### config.mk
export PLATFORM = sky130hd
export DESIGN_NAME = nibble_serial_add_ctrl
export DESIGN_NICKNAME = d
export VERILOG_FILES = /design/src/rtl/nsa_pkg.sv /design/src/rtl/fa4_cin.sv /design/src/rtl/nibble_serial_add_ctrl.sv
export SDC_FILE = /design/constraint.sdc
export NUM_CORES = 1
export LEC_CHECK = 0
export CORE_ASPECT_RATIO = 0.8
export CORE_MARGIN = 2
export CORE_UTILIZATION = 50
export DETAILED_ROUTE_END_ITERATION = 10
export PLACE_DENSITY = 0.88
export SYNTH_ARGS = -nofsm -noshare
export SYNTH_HDL_FRONTEND = slang
export SYNTH_SLANG_ARGS = --single-unit
### constraint.sdc
create_clock -name CLK -period 5 [get_ports CLK]
set_input_delay 1 -clock CLK [delete_from_list [all_inputs] [get_ports CLK]]
set_output_delay 1 -clock CLK [all_outputs]
set_load 0.03 [all_outputs]
### src/rtl/nsa_pkg.sv
// -----------------------------------------------------------------------------
// nsa_pkg
// Shared definitions for the nibble-serial adder sequencer.
//   state_t   : controller state encoding (IDLE, RUN)
//   NIBBLE_W  : width of the time-shared adder slice
//   MIN_WIDTH : smallest legal operand width
//   width_ok(): legality check for the operand width parameter
// Optional feature macro used by the design: NSA_SUB_EN (A-B support).
// -----------------------------------------------------------------------------
package nsa_pkg;

    typedef enum logic {
        IDLE = 1'b0,
        RUN  = 1'b1
    } state_t;

    localparam int NIBBLE_W  = 4;
    localparam int MIN_WIDTH = 4;

    // Operand width must be a whole number of nibbles and at least one nibble.
    function automatic bit width_ok(input int w);
        return (w >= MIN_WIDTH) && ((w % NIBBLE_W) == 0);
    endfunction

endpackage

### src/rtl/fa4_cin.sv
// -----------------------------------------------------------------------------
// fa4_cin / basys3_fa
// Combinational 4-bit ripple-carry adder with carry in and carry out, built
// from four basys3_fa full-adder cells.
// basys3_fa ports:
//   a, b, cin  in  1   addend bits and carry in
//   s          out 1   sum bit
//   cout       out 1   carry out
// fa4_cin ports:
//   a, b       in  4   nibble operands
//   cin        in  1   carry into bit 0
//   sum        out 4   nibble result
//   cout       out 1   carry out of bit 3
// -----------------------------------------------------------------------------
module basys3_fa (
    input  logic a,
    input  logic b,
    input  logic cin,
    output logic s,
    output logic cout
);

    assign s    = a ^ b ^ cin;
    assign cout = (a & b) | (cin & (a ^ b));

endmodule

module fa4_cin
    import nsa_pkg::*;
(
    input  logic [NIBBLE_W-1:0] a,
    input  logic [NIBBLE_W-1:0] b,
    input  logic                cin,
    output logic [NIBBLE_W-1:0] sum,
    output logic                cout
);

    logic [NIBBLE_W:0] c;

    assign c[0] = cin;
    assign cout = c[NIBBLE_W];

    for (genvar i = 0; i < NIBBLE_W; i++) begin : g_fa
        basys3_fa u_fa (
            .a    (a[i]),
            .b    (b[i]),
            .cin  (c[i]),
            .s    (sum[i]),
            .cout (c[i+1])
        );
    end

endmodule

### src/rtl/nibble_serial_add_ctrl.sv
// -----------------------------------------------------------------------------
// nibble_serial_add_ctrl
// WIDTH-bit addition performed nibble by nibble (LSB first) through a single
// 4-bit ripple adder, with the carry registered between nibbles. A result
// takes WIDTH/4 cycles after START is accepted.
// Optional feature: define NSA_SUB_EN to add the SUB port (A-B via inverted B
// and an initial carry of 1; SUM[WIDTH]=1 then means "no borrow").
// Ports:
//   CLK      in   1        rising-edge clock
//   RESET_N  in   1        asynchronous active-low reset
//   START    in   1        request, sampled only while BUSY=0
//   A, B     in   WIDTH    operands, captured on the accepting edge
//   SUB      in   1        (NSA_SUB_EN only) 1 = compute A-B
//   BUSY     out  1        high while a sequence runs
//   DONE     out  1        one-cycle pulse when SUM takes a new result
//   SUM      out  WIDTH+1  result, MSB = final carry out
// -----------------------------------------------------------------------------
module nibble_serial_add_ctrl #(
    parameter int WIDTH = 16
) (
    input  logic             CLK,
    input  logic             RESET_N,
    input  logic             START,
    input  logic [WIDTH-1:0] A,
    input  logic [WIDTH-1:0] B,
`ifdef NSA_SUB_EN
    input  logic             SUB,
`endif
    output logic             BUSY,
    output logic             DONE,
    output logic [WIDTH:0]   SUM
);

    import nsa_pkg::*;

    localparam int NIBBLES = WIDTH / NIBBLE_W;
    localparam int IDX_W   = (NIBBLES > 1) ? $clog2(NIBBLES) : 1;

    if (!width_ok(WIDTH)) begin : g_bad_width
        $error("nibble_serial_add_ctrl: WIDTH must be a multiple of 4 and >= 4");
    end

    state_t state, state_nxt;
    logic   load, step, last;
    logic   sub_req;

    logic [IDX_W-1:0]    idx_p0;
    logic                carry_p0;
    logic [WIDTH-1:0]    a_p0, b_p0, acc_p0, acc_nxt;
    logic [NIBBLE_W-1:0] nib_sum;
    logic                nib_cout;
    logic [WIDTH:0]      sum_p1;
    logic                vld_p1;

`ifdef NSA_SUB_EN
    assign sub_req = SUB;
`else
    assign sub_req = 1'b0;
`endif

    assign last = (idx_p0 == IDX_W'(NIBBLES - 1));

    // ---- FSM ----
    always_ff @(posedge CLK or negedge RESET_N) begin
        if (!RESET_N) begin
            state <= IDLE;
        end else begin
            state <= state_nxt;
        end
    end

    always_comb begin
        state_nxt = state;
        load      = 1'b0;
        step      = 1'b0;
        case (state)
            IDLE: begin
                if (START) begin
                    load      = 1'b1;
                    state_nxt = RUN;
                end
            end
            RUN: begin
                step = 1'b1;
                if (last) begin
                    state_nxt = IDLE;
                end
            end
            default: state_nxt = IDLE;
        endcase
    end

    // ---- stage p0: operand shift registers feeding the shared nibble adder ----
    // Operands shift right one nibble per RUN edge so the adder always sees
    // the current nibble in the low bits; results shift in from the top so
    // that after NIBBLES edges nibble 0 sits at the bottom of the accumulator.
    fa4_cin u_fa4 (
        .a    (a_p0[NIBBLE_W-1:0]),
        .b    (b_p0[NIBBLE_W-1:0]),
        .cin  (carry_p0),
        .sum  (nib_sum),
        .cout (nib_cout)
    );

    assign acc_nxt = (WIDTH'(nib_sum) << (WIDTH - NIBBLE_W)) | (acc_p0 >> NIBBLE_W);

    always_ff @(posedge CLK) begin
        if (load) begin
            a_p0 <= A;
            b_p0 <= sub_req ? ~B : B;
        end else if (step) begin
            a_p0   <= a_p0 >> NIBBLE_W;
            b_p0   <= b_p0 >> NIBBLE_W;
            acc_p0 <= acc_nxt;
        end
    end

    always_ff @(posedge CLK or negedge RESET_N) begin
        if (!RESET_N) begin
            idx_p0   <= '0;
            carry_p0 <= 1'b0;
        end else if (load) begin
            idx_p0   <= '0;
            carry_p0 <= sub_req;
        end else if (step) begin
            idx_p0   <= last ? '0 : idx_p0 + IDX_W'(1);
            carry_p0 <= nib_cout;
        end
    end

    // ---- stage p1: result register and completion pulse ----
    always_ff @(posedge CLK or negedge RESET_N) begin
        if (!RESET_N) begin
            sum_p1 <= '0;
            vld_p1 <= 1'b0;
        end else begin
            vld_p1 <= 1'b0;
            if (step && last) begin
                sum_p1 <= {nib_cout, acc_nxt};
                vld_p1 <= 1'b1;
            end
        end
    end

    assign BUSY = (state == RUN);
    assign DONE = vld_p1;
    assign SUM  = sum_p1;

endmodule

# Yosys cells after proc, flatten, opt, wreduce, memory -nomap -nowiden

Index checks and enable logic that the tools add are counted.

Add/sub/neg operators: 1
Multiply operators: 0
Divide/modulo/power cells: 0
Order comparisons: 0
Equality and inequality tests: 1
Shift-type cells: 0
Muxes and demuxes: 15
Bitwise logic cells: 23
Reduce and logical (&&, ||, !) cells: 3

Operators with widths:

| cell                  | count |
|---|---|
| $mux W16              | 4 |
| $or A16 B12 Y16       | 1 |
| $and A1 B1 Y1         | 8 |
| $xor A1 B1 Y1         | 8 |
| $mux W1               | 7 |
| $mux W2               | 3 |
| $or A1 B1 Y1          | 4 |
| $add A2 B1 Y2 const B | 1 |
| $eq A2 B2 Y1 const B  | 1 |
| $not A1 Y1            | 2 |
| $pmux W1 S2           | 1 |
| $reduce_and A2 Y1     | 1 |
| $reduce_bool A2 Y1    | 1 |
| $logic_and A1 B1 Y1   | 1 |

Flip-flop bits (word level): 70
Bits in latches: 0
Memory bits (writable): 0
Bits in read-only memories: 0
Output and inout port bits: 19
Word-level logic and storage cells: 51
Memories: 0

# Depth between registers and ports, before layout

Depth after elaboration: 11
Depth in mapped cells: 9
Depth with buffers taken out: 9

# Cells and area by module

From an unflattened synthesis, not the netlist that was laid out.

Cell total of the unflattened synthesis: 137
Area, all modules: 2697.6 um2

By module, submodules not included:

| module                 | instances | cells each | area an instance (um2) | seq. area each (um2) |
|---|---|---|---|---|
| nibble_serial_add_ctrl | 1         | 133        | 2617.5                 | 1871.8 |
| basys3_fa              | 4         | 1          | 20.0                   | 0.0 |

# Least setup slack after synthesis

Ideal clock, no wire load.

Path kind: in2reg
Start: input port START
End: register a_p0[0], enable pin
Library setup time: 387 ps
Arrival: 1707 ps
Slack: 2907 ps
Cell stages on the path: 2
Cell sequence: nor2_1 > inv_1

Word-level cells in the longest chain between the ends: 3

Ends and longest elaborated chain:

| element                      | line                          | RTL |
|---|---|---|
| start, declared              | nibble_serial_add_ctrl.sv:23  | `input logic START,` |
| $mux W1                      | nibble_serial_add_ctrl.sv:78  | `if (START) begin` |
| $mux W1                      | nibble_serial_add_ctrl.sv:76  | `case (state)` |
| $reduce_bool A2 Y1 (no line) | --                            |  |
| end signal, assigned         | nibble_serial_add_ctrl.sv:112 | `a_p0 <= a_p0 >> NIBBLE_W;` |
| end, declared                | nibble_serial_add_ctrl.sv:49  | `logic [WIDTH-1:0] a_p0, b_p0, acc_p0, acc_nxt;` |

Every way passes these cells.
A chain may end at the register's enable or synchronous reset.

# Final worst setup path

Start: register state (netlist: BUSY)
End: output port BUSY

RTL lines:

| element                | line                         | RTL |
|---|---|---|
| start, declared        | nibble_serial_add_ctrl.sv:43 | `state_t state, state_nxt;` |
| start signal, assigned | nibble_serial_add_ctrl.sv:68 | `state <= state_nxt;` |
| end, declared          | nibble_serial_add_ctrl.sv:29 | `output logic BUSY,` |

No word-level cell between the ends.

==> flow_metrics.py <==
metrics = {
    "global_routing": {
        "grt_max_degree": 33,
        "gr-total-overflow": 0,
        "grt_pass1_wl_mm": 6.824,
        "globalRouteTotalUtil_pct": 15.22,
        "grt_pass1_vias": 1435,
        "antenna_found_initial": 0,
    },
    "detailed_routing": {
        "wl_per_cell_um": 14.92,
        "drt-total-wl_mm": 4.072,
        "vias": 1347,
        "drt-pass1-iter-count": 2,
        "vias_per_cell": 4.934,
        "drc": 0,
        "dr.first_iter.drc_count": 53,
        "ant_nets": 0,
    },
    "run_status": {
        "status": "completed",
    },
    "floorplan": {
        "core_um2": 5375,
        "num_rows": 24,
        "dieArea_um2": 6108,
        "die_x_um": 86.88,
        "io-pin-count": 54,
        "start_util_pct": 51.12,
        "die_h_um": 70.31,
    },
    "worst_setup_path": {
        "required_ns": 4.00,
        "critPathMaxStageDelay_ns": 0.91,
        "timing.critical_path.buf_inv": 1,
        "reg2regPathDepth": 2,
        "worstSetupEndpointType": "primary output",
        "path_cells": "clkdlybuf4s50_1",
        "crit_slowest_cell": "dfrtp_1",
        "worstPathArrival_ns": 2.06,
        "critPathTopFamily": "flip-flops",
        "r2r_end": "a_p0[3]",
        "rrSetupSlack_ns": 2.52,
        "r2r-start": "BUSY",
        "start_kind": "register",
        "critPathKind": "reg2out",
        "path_max_fanout": 20,
    },
    "min_path": {
        "min_path_cells": 0,
        "hold-path-endpoint": "acc_p0[9]",
        "hold_start": "acc_p0[13]",
        "min_path_type": "reg2reg",
    },
    "yosys": {
        "synth_area_leaders": "edfxtp_1 (48%), dfrtp_1 (20%), mux2_4 (12%)",
        "yosysSeqAreaShare_pct": 68.12,
        "ys.flop_type": "edfxtp_1",
        "synth_cells": 147,
        "async_reset_ff_share_pct": 33.33,
        "syn_avg_cell_area_um2": 18.69,
        "ys_types": 17,
        "synthesis.area_um2": 2748,
        "yosysTopAreaCell": "edfxtp_1",
        "yosys_warnings": 0,
        "synth_fp_nets": 187,
        "synth_seq_cells": 66,
        "post-synth-top-count-cell": "edfxtp_1",
        "synth_edf_count": 44,
        "synth_top_area_share_pct": 48.09,
        "synth_common_cells": "edfxtp_1 (44), dfrtp_1 (22), mux2_4 (22)",
    },
    "clocking": {
        "cts_num_sinks": 66,
        "cts_setup_buffers": 0,
        "holdBufCountCts": 0,
        "cts_tree": "done",
        "cts_resized": 0,
        "cts_max_level": 3,
        "cts_inserted_buffers": 9,
        "worstSkewPairLatency_ns": 0.33,
        "clkTransAtPathRegs_ns": 0.07,
        "cts_buffer_depth": 2,
        "root_buffer": "clkbuf_8",
    },
    "finish": {
        "fin_util_pct": 64.18,
        "stdcell_area_um2": 3450,
        "syn2layout_area_growth_pct": 25.55,
        "drive_above_1_share_pct": 27.40,
        "nNetsFinal": 244,
        "insertedDiodeCount": 0,
    },
    "placement": {
        "place.gp.congestion": 0.7003,
        "place_ws_ns": 1.977,
        "place_area_um2": 3279,
        "detailed_place_hpwl_mm": 2.738,
        "port-buffer-count": 53,
    },
    "sta": {
        "rsz0062_at_grt": "false",
        "fmax_ghz": 0.3269,
        "setup_viol": 0,
        "fin_crit_sh_pct": 61.18,
        "finalWorstSetupSlack_ns": 1.941,
        "tightest_slew_ns": 1.201,
        "tns_ns": 0,
        "hold_violations": 0,
        "min_period_ns": 3.059,
        "slew_violations": 0,
        "skew_ns": 0.004056,
        "max_slew_margin_pct": 19.87,
    },
    "power": {
        "p_per_area_nw_per_um2": 653.6,
        "ir_worst_vdd_mv": 0.2592,
        "power_leakage_uw": 0.001431,
    },
    "flow_run": {
        "cap_violations": 0,
    },
}
## final cells by class
class	count	area (µm²)
Sequential cell	66	1872
Timing Repair Buffer	53	530.5
Tap cell	65	81.33
Fill cell	400	1926
Inverter	12	45.04
Clock inverter	3	15.01
Multi-Input combinational cell	62	750.7
Clock buffer	12	155.1
## logic make-up (layout without fill, tap and decap cells)
group / after synthesis / count (layout) / synth area share, %
adder cells (fa/ha/maj): 5 / 5 / 3.370
AND/OR/NAND/NOR: 12 / 12 / 2.824
flip-flops: 66 / 66 / 68.12
AO/OA/AOI/OAI: 4 / 4 / 1.138
multiplexers: 41 / 41 / 19.81
buffers and inverters: 19 / 80 / 4.736
## metrics by stage
stage               cells  power [µW]  hold WS (ns)
detailed placement    258        1895        0.4333
CTS                   273        2286        0.4484
global route          273        2387        0.4573
floorplan             147        1635        0.4222
finish                273        2255        0.4420
global placement      258        1837        0.4237
## registers in the layout (all words and copies together) (netlist names)
name,count
SUM,17
a_p0,16
b_p0,16
acc_p0,12
idx_p0,2
BUSY,1
DONE,1
carry_p0,1
## power by group
| part | internal [µW] | total (µW) | switching [µW] |
|---|---|---|---|
| Sequential | 924 | 1050 | 128 |
| Clock | 202 | 388 | 187 |
| Combinational | 431 | 814 | 382 |
## placed cells by master, fill, tap and decap left out
cell / instances
nor2b_4: 1
clkbuf_1: 1
and2_1: 8
clkbuf_8: 11
nor2_1: 2
clkdlybuf4s50_1: 53
fa_1: 4
nand2_4: 1
inv_1: 12
edfxtp_1: 44
dfrtp_1: 22
mux2_4: 22
a22o_1: 3
clkinv_2: 3
mux2_2: 19
a21oi_1: 1
ha_1: 1
## layer usage
metal	track usage, %	vias up	part of all wire [%]
met4	5.729	0	1.4
met1	17.10	654	40
met5	0	-	0
met2	23.92	51	49
met3	8.747	7	9.4
li1	-	635	-
## worst max path at each step
stage	from	end	slack (ns)	cells past startpoint
after global routing	BUSY	BUSY	1.83	1
final	BUSY	BUSY	1.94	1
after detailed placement	START	a_p0[5]	1.98	3
after CTS	BUSY	BUSY	1.90	1
after global placement	START	a_p0[5]	2.00	3
after floorplan	START	a_p0[0]	2.91	2
(Power assumes the default switching activity.)
